==> config.mk <==
export PLATFORM = sky130hd
export DESIGN_NAME = seg7_scan_driver
export DESIGN_NICKNAME = d
export VERILOG_FILES = /design/src/rtl/seg7_scan_driver.sv
export SDC_FILE = /design/constraint.sdc
export NUM_CORES = 1
export LEC_CHECK = 0
export CAP_MARGIN = 20
export CORE_AREA = 4 4 102 104
export CTS_CLUSTER_DIAMETER = 40
export CTS_CLUSTER_SIZE = 40
export DETAILED_ROUTE_END_ITERATION = 16
export DIE_AREA = 0 0 106 108
export PLACE_DENSITY = 0.47
export SETUP_SLACK_MARGIN = 0.3
export SYNTH_ARGS = -nofsm -noshare
export SYNTH_HDL_FRONTEND = slang
export SYNTH_SLANG_ARGS = --single-unit
==> constraint.sdc <==
create_clock -name clk -period 5.6 [get_ports clk]
set_input_delay 1.12 -clock clk [delete_from_list [all_inputs] [get_ports clk]]
set_output_delay 1.12 -clock clk [all_outputs]
set_load 0.01 [all_outputs]
==> src/rtl/seg7_scan_driver.sv <==
// Time-multiplexed N-digit 7-segment driver with anode dead-time, blanking, DP and leading-zero suppression.
// Outputs registered one cycle after (cnt, idx); segment data is latched per slot so a load never tears a digit.
module seg7_scan_driver #(
   parameter int NUM_DIGITS     = 4,
   parameter int SCAN_DIV       = 50000,
   parameter int DEAD_CYCLES    = 2,
   parameter bit SEG_ACTIVE_LOW = 1'b1,
   parameter bit AN_ACTIVE_LOW  = 1'b1
) (
   input  logic                    clk,
   input  logic                    rst_n,
   input  logic                    enable,
   input  logic                    load,
   input  logic [4*NUM_DIGITS-1:0] iDIGITS,
   input  logic [NUM_DIGITS-1:0]   iDP,
   input  logic [NUM_DIGITS-1:0]   iBLANK,
   input  logic                    lz_en,
   input  logic                    hex_mode,
   output logic [6:0]              oSEG,
   output logic                    oDP,
   output logic [NUM_DIGITS-1:0]   oAN
);

   localparam int CNT_W = (SCAN_DIV > 1) ? $clog2(SCAN_DIV) : 1;
   localparam int IDX_W = (NUM_DIGITS > 1) ? $clog2(NUM_DIGITS) : 1;
   localparam logic [CNT_W-1:0]      CNT_LAST = CNT_W'(SCAN_DIV - 1);
   localparam logic [IDX_W-1:0]      IDX_LAST = IDX_W'(NUM_DIGITS - 1);
   localparam logic [6:0]            SEG_OFF  = {7{SEG_ACTIVE_LOW}};
   localparam logic                  DP_OFF   = SEG_ACTIVE_LOW;
   localparam logic [NUM_DIGITS-1:0] AN_OFF   = {NUM_DIGITS{AN_ACTIVE_LOW}};

   logic [4*NUM_DIGITS-1:0] r_digits;
   logic [NUM_DIGITS-1:0]   r_dp_snap;
   logic [NUM_DIGITS-1:0]   r_blank_snap;
   logic [CNT_W-1:0]        r_cnt;
   logic [IDX_W-1:0]        r_idx;
   logic [6:0]              r_seg;
   logic                    r_dp;
   logic [NUM_DIGITS-1:0]   r_an;

   logic [NUM_DIGITS-1:0]   w_zero_above;
   logic [3:0]              w_nib;
   logic                    w_dp_req;
   logic                    w_blank;
   logic                    w_zero_sel;
   logic [NUM_DIGITS-1:0]   w_an_onehot;
   logic                    w_suppress;
   logic [6:0]              w_seg_lit;
   logic [6:0]              w_seg_next;
   logic                    w_dp_next;
   logic [NUM_DIGITS-1:0]   w_an_next;
   logic                    w_dead;
   logic                    w_slot_start;
   logic                    w_slot_end;

   function automatic logic [6:0] f_glyph(input logic [3:0] nib, input logic hex);
      logic [6:0] g;
      case (nib)
         4'h0:    g = 7'h3F;
         4'h1:    g = 7'h06;
         4'h2:    g = 7'h5B;
         4'h3:    g = 7'h4F;
         4'h4:    g = 7'h66;
         4'h5:    g = 7'h6D;
         4'h6:    g = 7'h7D;
         4'h7:    g = 7'h07;
         4'h8:    g = 7'h7F;
         4'h9:    g = 7'h6F;
         4'hA:    g = 7'h77;
         4'hB:    g = 7'h7C;
         4'hC:    g = 7'h39;
         4'hD:    g = 7'h5E;
         4'hE:    g = 7'h79;
         default: g = 7'h71;
      endcase
      if (!hex && nib > 4'd9) g = 7'h40;
      return g;
   endfunction

   // Snapshot is captured regardless of enable so a disabled display can be preloaded.
   always_ff @(posedge clk or negedge rst_n) begin
      if (!rst_n) begin
         r_digits     <= '0;
         r_dp_snap    <= '0;
         r_blank_snap <= '0;
      end else if (load) begin
         r_digits     <= iDIGITS;
         r_dp_snap    <= iDP;
         r_blank_snap <= iBLANK;
      end
   end

   // Digit g is a suppression candidate when it and every more-significant nibble are zero.
   for (genvar g = 0; g < NUM_DIGITS; g++) begin : g_lz
      assign w_zero_above[g] = ~|r_digits[4*NUM_DIGITS-1:4*g];
   end

   always_comb begin
      w_nib       = '0;
      w_dp_req    = 1'b0;
      w_blank     = 1'b0;
      w_zero_sel  = 1'b0;
      w_an_onehot = '0;
      for (int i = 0; i < NUM_DIGITS; i++) begin
         if (r_idx == IDX_W'(i)) begin
            w_nib          = r_digits[4*i +: 4];
            w_dp_req       = r_dp_snap[i];
            w_blank        = r_blank_snap[i];
            w_zero_sel     = w_zero_above[i];
            w_an_onehot[i] = 1'b1;
         end
      end
   end

   assign w_suppress   = lz_en && (r_idx != '0) && w_zero_sel;
   assign w_seg_lit    = (w_blank || w_suppress) ? 7'h00 : f_glyph(w_nib, hex_mode);
   assign w_seg_next   = w_seg_lit ^ SEG_OFF;
   assign w_dp_next    = (w_dp_req && !w_blank) ^ DP_OFF;
   assign w_an_next    = w_an_onehot ^ AN_OFF;
   assign w_dead       = int'(r_cnt) < DEAD_CYCLES;
   assign w_slot_start = (r_cnt == '0);
   assign w_slot_end   = (r_cnt == CNT_LAST);

   always_ff @(posedge clk or negedge rst_n) begin
      if (!rst_n) begin
         r_cnt <= '0;
         r_idx <= '0;
      end else if (!enable) begin
         r_cnt <= '0;
         r_idx <= '0;
      end else if (w_slot_end) begin
         r_cnt <= '0;
         r_idx <= (r_idx == IDX_LAST) ? '0 : r_idx + IDX_W'(1);
      end else begin
         r_cnt <= r_cnt + CNT_W'(1);
      end
   end

   // Segment data only loads at slot start; the anode follows cnt every cycle for the dead-time.
   always_ff @(posedge clk or negedge rst_n) begin
      if (!rst_n) begin
         r_seg <= SEG_OFF;
         r_dp  <= DP_OFF;
         r_an  <= AN_OFF;
      end else if (!enable) begin
         r_seg <= SEG_OFF;
         r_dp  <= DP_OFF;
         r_an  <= AN_OFF;
      end else begin
         r_an <= w_dead ? AN_OFF : w_an_next;
         if (w_slot_start) begin
            r_seg <= w_seg_next;
            r_dp  <= w_dp_next;
         end
      end
   end

   assign oSEG = r_seg;
   assign oDP  = r_dp;
   assign oAN  = r_an;

endmodule

# Yosys cells after proc, flatten, opt, wreduce, memory -nomap -nowiden
# Memories as Yosys holds them, arrays and structs flattened.
# Cells that the tools add are included.
[op_classes]
multipliers = 0
eq_ne = 6
n_shift = 0
bitwise = 3
n_lt_le_gt_ge = 2
n_addsub = 2
muxes = 33
div = 0
n_reduce_logical = 18
[op_table]
columns = ["cell", "n"]
rows = [
  ["2-to-1 mux 16 bit", 2],
  ["2-to-1 mux 7 bit", 4],
  ["2-to-1 mux 4 bit", 6],
  ["2-to-1 mux 1 bit", 18],
  ["adder 16 x 1 -> 16 bit, second input constant", 1],
  ["== test 16 bit, second input constant", 1],
  ["logical NOT 16 bit", 1],
  ["< comparator 16 x 2 -> 1 bit, second input constant", 1],
  ["OR reduction 16 bit", 1],
  ["OR reduction 12 bit", 1],
  ["OR reduction 8 bit", 1],
  ["inverter 7 bit", 1],
  ["logical NOT 1 bit", 6],
  ["2-to-1 mux 2 bit", 3],
  ["== test 2 bit, second input constant", 2],
  ["> comparator 4 bit, second input constant", 1],
  ["logical AND 1 bit", 4],
  ["!= test 2 x 1 -> 1 bit, second input constant", 2],
  ["inverter 4 bit", 1],
  ["OR reduction 4 bit", 1],
  ["adder 2 x 1 -> 2 bit, second input constant", 1],
  ["== test 2 x 1 -> 1 bit, second input constant", 1],
  ["logical NOT 2 bit", 1],
  ["nonzero test 2 bit", 1],
  ["2 further kinds", 2],
]
[word_totals]
word_cells = 73
register_bits = 54
out_inout_bits = 12
rom_bits = 112
ram_bits = 0
latchBits = 0
n_memories = 1
in_bits = 30
[memory_table]
columns = ["memory", "depth", "word_bits", "read_ports", "rd_ports_with_merged_regs", "write_ports", "line_no", "source"]
rows = [
  ["(no name shown)", 16, 7, 1, 0, 0, "58", "case (nib)"],
]

# Depth between registers and ports, before layout
[depth]
word_depth = 12
mapped_depth = 12
mapped_depth_nobuf = 11

# Worst setup path before layout
# No wires, ideal clock.
[synth_path]
path_type = "register to register"
from = "register r_idx[1]"
to = "register r_seg[5], in the netlist oSEG[5]"
t_arrival_ns = 2.323
t_required_ns = 5.523
synth_period_minus_slack_ns = 2.400
stages_incl_launch_ff = 12
setup_ns = 0.077
path_slack_ns = 3.200
n_path_buf = 1
cell_sequence = "dfrtp_1 inv_1 ha_1 clkbuf_1 a211oi_1 a211oi_1 inv_1 ha_1 nor2_1 o211ai_1 o211a_1 a31oi_1"
[synth_between]
elab_chain_len = 12
word_cells_on_any_way = 28
cone_classes = "1 x order compare; 3 x eq/ne; 16 x mux; 1 x bitwise; 6 x reduce/logical; 1 x memory"
[synth_rtl]
columns = ["item", "line_no", "source"]
rows = [
  ["from (decl)", "36", "logic [IDX_W-1:0] r_idx;"],
  ["from (signal assigned)", "133", "r_idx <= (r_idx == IDX_LAST) ? '0 : r_idx + IDX_W'(1);"],
  ["logical NOT 2 bit", "105", "if (r_idx == IDX_W'(i)) begin"],
  ["2-to-1 mux 4 bit (4 in series)", "105", ""],
  ["> comparator 4 bit", "76", "if (!hex && nib > 4'd9) g = 7'h40;"],
  ["logical AND 1 bit", "76", ""],
  ["2-to-1 mux 7 bit", "76", ""],
  ["2-to-1 mux 7 bit (*)", "116", "assign w_seg_lit = (w_blank || w_suppress) ? 7'h00 : f_glyph(w_nib, hex_mode);"],
  ["inverter 7 bit (no line) (*)", "n/a", ""],
  ["2-to-1 mux 7 bit (*)", "151", "if (w_slot_start) begin"],
  ["2-to-1 mux 7 bit (*)", "145", "end else if (!enable) begin"],
  ["to (signal assigned)", "152", "r_seg <= w_seg_next;"],
  ["to (decl)", "37", "logic [6:0] r_seg;"],
]
# Mark *: on every way between the ends. The rest lies on a longest branch, timed or not. The select of a mux whose other input is x is not followed.
# A chain may end at the register's enable or synchronous reset.

# Worst setup path in the final report
[layout_path]
from = "register r_idx[0]"
to = "register r_seg[5], in the netlist oSEG[5]"
# Same word-level chain as after synthesis.

==> metrics.sh <==
FINAL_CELL_AREA_MM2=0.00346
WORST_EP_REQUIRED_TIME_PS=5840
WL_PER_CELL_UM=13.8
TIMING.SETUP.TNS_PS=0
FINALCRITPERIODSHARE=0.514
POST-ROUTE-MIN-PERIOD_PS=2880
FINALWIRELENGTH_MM=6.15
TOP_LEVEL_PORTS=42
FIRST_PASS_ITERS=4
SWSHARE=0.270
RATIO_OF_CELLS_WITH_DRIVE_ABOVE_1_IN_THE_FINAL_LAYOUT=0.161
LAYOUT.NETS=352
GRT_START_MAX_NET_PINS=55
WORSTSETUPSTARTPOINTTYPE='register'
ASYNC_RESET_FF_FRAC=1.00
CELLINTERNALPOWER_mW=0.584
CLK_LATENCY_PS=310
STARTING_DENSITY=0.295
NETLIST_TOP_CELLS_AREA='dfrtp_1 37%, dfstp_2 11%, mux2_2 9.2%, ha_1 5.3%, nor2_1 4.1%'
CLOCK.FMAX_MHz=347
CTS-RESIZED-GATES=0
SHARE_OF_THE_SYNTHESIZED_AREA_IN_THE_TOP_CELL_TYPE=0.373
DR.FIRST_ITER.DRC_COUNT=80
GLOBAL_ROUTE.OVERFLOW_TOTAL=0
CRIT_START='r_idx[0]'
CLOCK_TREE.HTREE_LEVEL_COUNT=2
HOLD_VIOL_FINAL=0
RUN_STATUS='complete, no violations'
TOTAL_SWITCHING_POWER_mW=0.216
CTS.REPAIR_TIMING.SETUP_BUFFER_COUNT=0
SYNTH-WARNING-COUNT=0
WIRE_LENGTH_OF_THE_FIRST_GLOBAL_ROUTING_PASS_MM=10.3
FIN_WORST_SETUP_SLACK_PS=2720
CTS-ROOT-TO-SINK-BUFFERS=2
HOLD_REMOVAL_PATH_CLASS='register to register'
BIGGEST_AREA_CONSUMER_AMONG_SYNTHESIZED_CELLS='dfrtp_1'
ROUTE.VIAS.TOTAL=2027
LEAKAGEPOWER_nW=1.41
SYNTH_CELLS=272
CAP_VIOLATIONS=0
NETLIST_AREA_MM2=0.00282
CLK_TRANSITION_REPORTED_PATHS_PS=100
CLKPWRFRAC=0.275
CTS_ROOT_BUFFER='clkbuf_8'
SYNTHESIZED_NETS=314
COUNT_OF_UNIQUE_LIBRARY_CELLS_INSTANTIATED_BY_YOSYS=43
ROWS=36
SETUP-VIOLATIONS-FINAL=0
FP.DIEH_UM=108
POWER-PER-CELL-AREA_mW_PER_MM2=231
DETAIL_ROUTE.DRC_VIOLATIONS=0
DRT-VIAS-PER-INSTANCE=4.57
FINAL_REPLACE_WEIGHTED_CONGESTION=0.734
YOSYS.CELL_COUNT.TOP_TYPE='dfrtp_1'
DIE_OUTLINE_AREA_MM2=0.0114
CRIT_ARRIVAL_PS=3120
POWER.COMBINATIONAL.FRACTION=0.174
HOLD_BUFFERS=0
CTS_NUM_SINKS=54
TIMING.SLEW.HEADROOM=0.396
GRT_ANTENNA_BEFORE_REPAIR=0
COUNT_OF_FLIP_FLOPS_WITH_A_BUILT_IN_ENABLE_AFTER_SYNTHESIS=0
CTS_TREE='yes'
DPL_CELL_AREA_MM2=0.00335
REG2REG_FROM='r_idx[0]'
FINAL_ANTENNA_NET_COUNT=0
MAXSLEWVIOLCOUNT=0
YS_SEQ_AREA_FRAC=0.484
CRIT_PATH_MAX_FANOUT=13
CTS_BUFFERS=5
FLOORPLAN.DIE.WIDTH_UM=106
SYN_AVG_CELL_AREA_UM2=10.4
PORTBUFFERS=41
CRIT_TYPE='register to register'
GRT_SETUP_UNREPAIRED='false'
POST-PLACE-WS_PS=2660
POST-LAYOUT-TOTAL-POWER_mW=0.800
FRACTION_OF_POWER_CONSUMED_BY_SEQUENTIAL_LOGIC=0.551
POST_SYNTH_MOST_FREQUENT_CELLS='42 x dfrtp_1, 31 x nor2_1, 25 x nand2_1'
TIMING.CRITICAL_PATH.TO_TYPE='register'
INSERTEDDIODECOUNT=0
SYNTH_SEQ_CELLS=54
MAX_SLEW.WORST_PIN.SLEW_PS=907
FIRST_GLOBAL_VIAS=1978
VDD.IR_DROP.WORST_V=0.0000968
AREAGROWTHSYNTHTOFINISH_PCT=22.7
HOLD_PATH_STARTPOINT='oSEG[3]'
CLOCK_SKEW_PS=7.89
GLOBAL_ROUTE.USAGE.TOTAL=0.112
HPWLAFTERDP_MM=4.41
FP.COREAREA_MM2=0.00955
SYNTH-MAIN-FF-CELL='dfrtp_1'
-- kinds of logic after synthesis --
kind of cell | synth area share
simple gates | 0.178
mux | 0.102
xor+xnor | 0.0435
compound gates | 0.103
buf+inv | 0.0351
flops | 0.484
fa+ha+maj | 0.0532
-- layout by cell type, fill, tap and decap left out, types with 2 or more instances in the layout --
cell type	instances
nand3b_1	5
and3_1	2
dfrtp_1	42
a31oi_1	8
a21oi_1	11
clkbuf_8	5
o211ai_1	2
nor2b_1	5
nor2_1	31
o21a_1	2
clkdlybuf4s50_1	40
nand4_1	2
xnor2_1	7
dfstp_2	12
mux2_2	23
mux2i_1	3
nand3_1	9
a22oi_1	3
ha_1	12
nor3_1	3
nor3b_1	5
a211oi_1	2
nand2_1	25
o21ai_0	7
or4_1	2
nor4_1	4
xor2_1	7
inv_1	12
-- flip-flops by register name, indices dropped and copies added (netlist names) --
register / cells
oAN: 4
oDP: 1
oSEG: 7
r_blank_snap: 4
r_cnt: 16
r_digits: 16
r_dp_snap: 4
r_idx: 2
-- worst max-delay path, stage by stage, from the launching register on --
cell      delay (ps)
dfrtp_1          440
inv_1            100
ha_1             450
a211oi_1          90
a211oi_1         600
inv_1            210
ha_1             280
nor2_1           100
o211ai_1          90
o211a_1          260
a31oi_1          200
-- metrics by stage --
stage / cells / hold slack, ps / utilization
3_3_place_gp: 435 / 494 / 0.350
5_1_grt: 444 / 528 / 0.362
4_1_cts: 443 / 508 / 0.359
2_1_floorplan: 272 / 474 / -
6_report: 444 / 506 / 0.362
3_5_place_dp: 435 / 493 / 0.350
-- metal layers --
layer / global-route usage / up-vias / routed length, um
met1: 0.155 / 965 / 2960
met4: 0.0278 / 0 / 57
met3: 0.0275 / 6 / 266
li1: - / 1019 / -
met2: 0.179 / 37 / 2870
met5: 0 / - / 0
-- final timing paths --
kind | to | slack, ps | depth (start not counted)
max | oSEG[5] | 2720 | 10
min | oSEG[3] | 510 | 2
max reg2reg | oSEG[5] | 2720 | 10
min reg2reg | oSEG[3] | 510 | 2
max in group asynchronous | r_blank_snap[3] | 4210 | 2
min in group asynchronous | r_digits[1] | 940 | 2
-- power by group through the flow --
| stage | clock network, mW | registers [mW] | logic, mW |
|---|---|---|---|
| final | 0.220 | 0.440 | 0.139 |
| after floorplan | 0 | 0.446 | 0.0756 |
| after CTS | 0.234 | 0.441 | 0.139 |
| after global routing | 0.245 | 0.445 | 0.155 |
| after global placement | 0 | 0.448 | 0.137 |
| after detailed placement | 0 | 0.449 | 0.139 |
-- final cells by class --
type                       instances  area, um2
sequential                        54       1370
tap                              133        166
fill                             992       6090
inverter                          12       45.0
timing repair buffer              43        440
multi-input combinational        194       1360
clock buffer                       6       72.6
clock inverter                     2       13.8
Note: power is estimated with default switching activity, not from simulation.
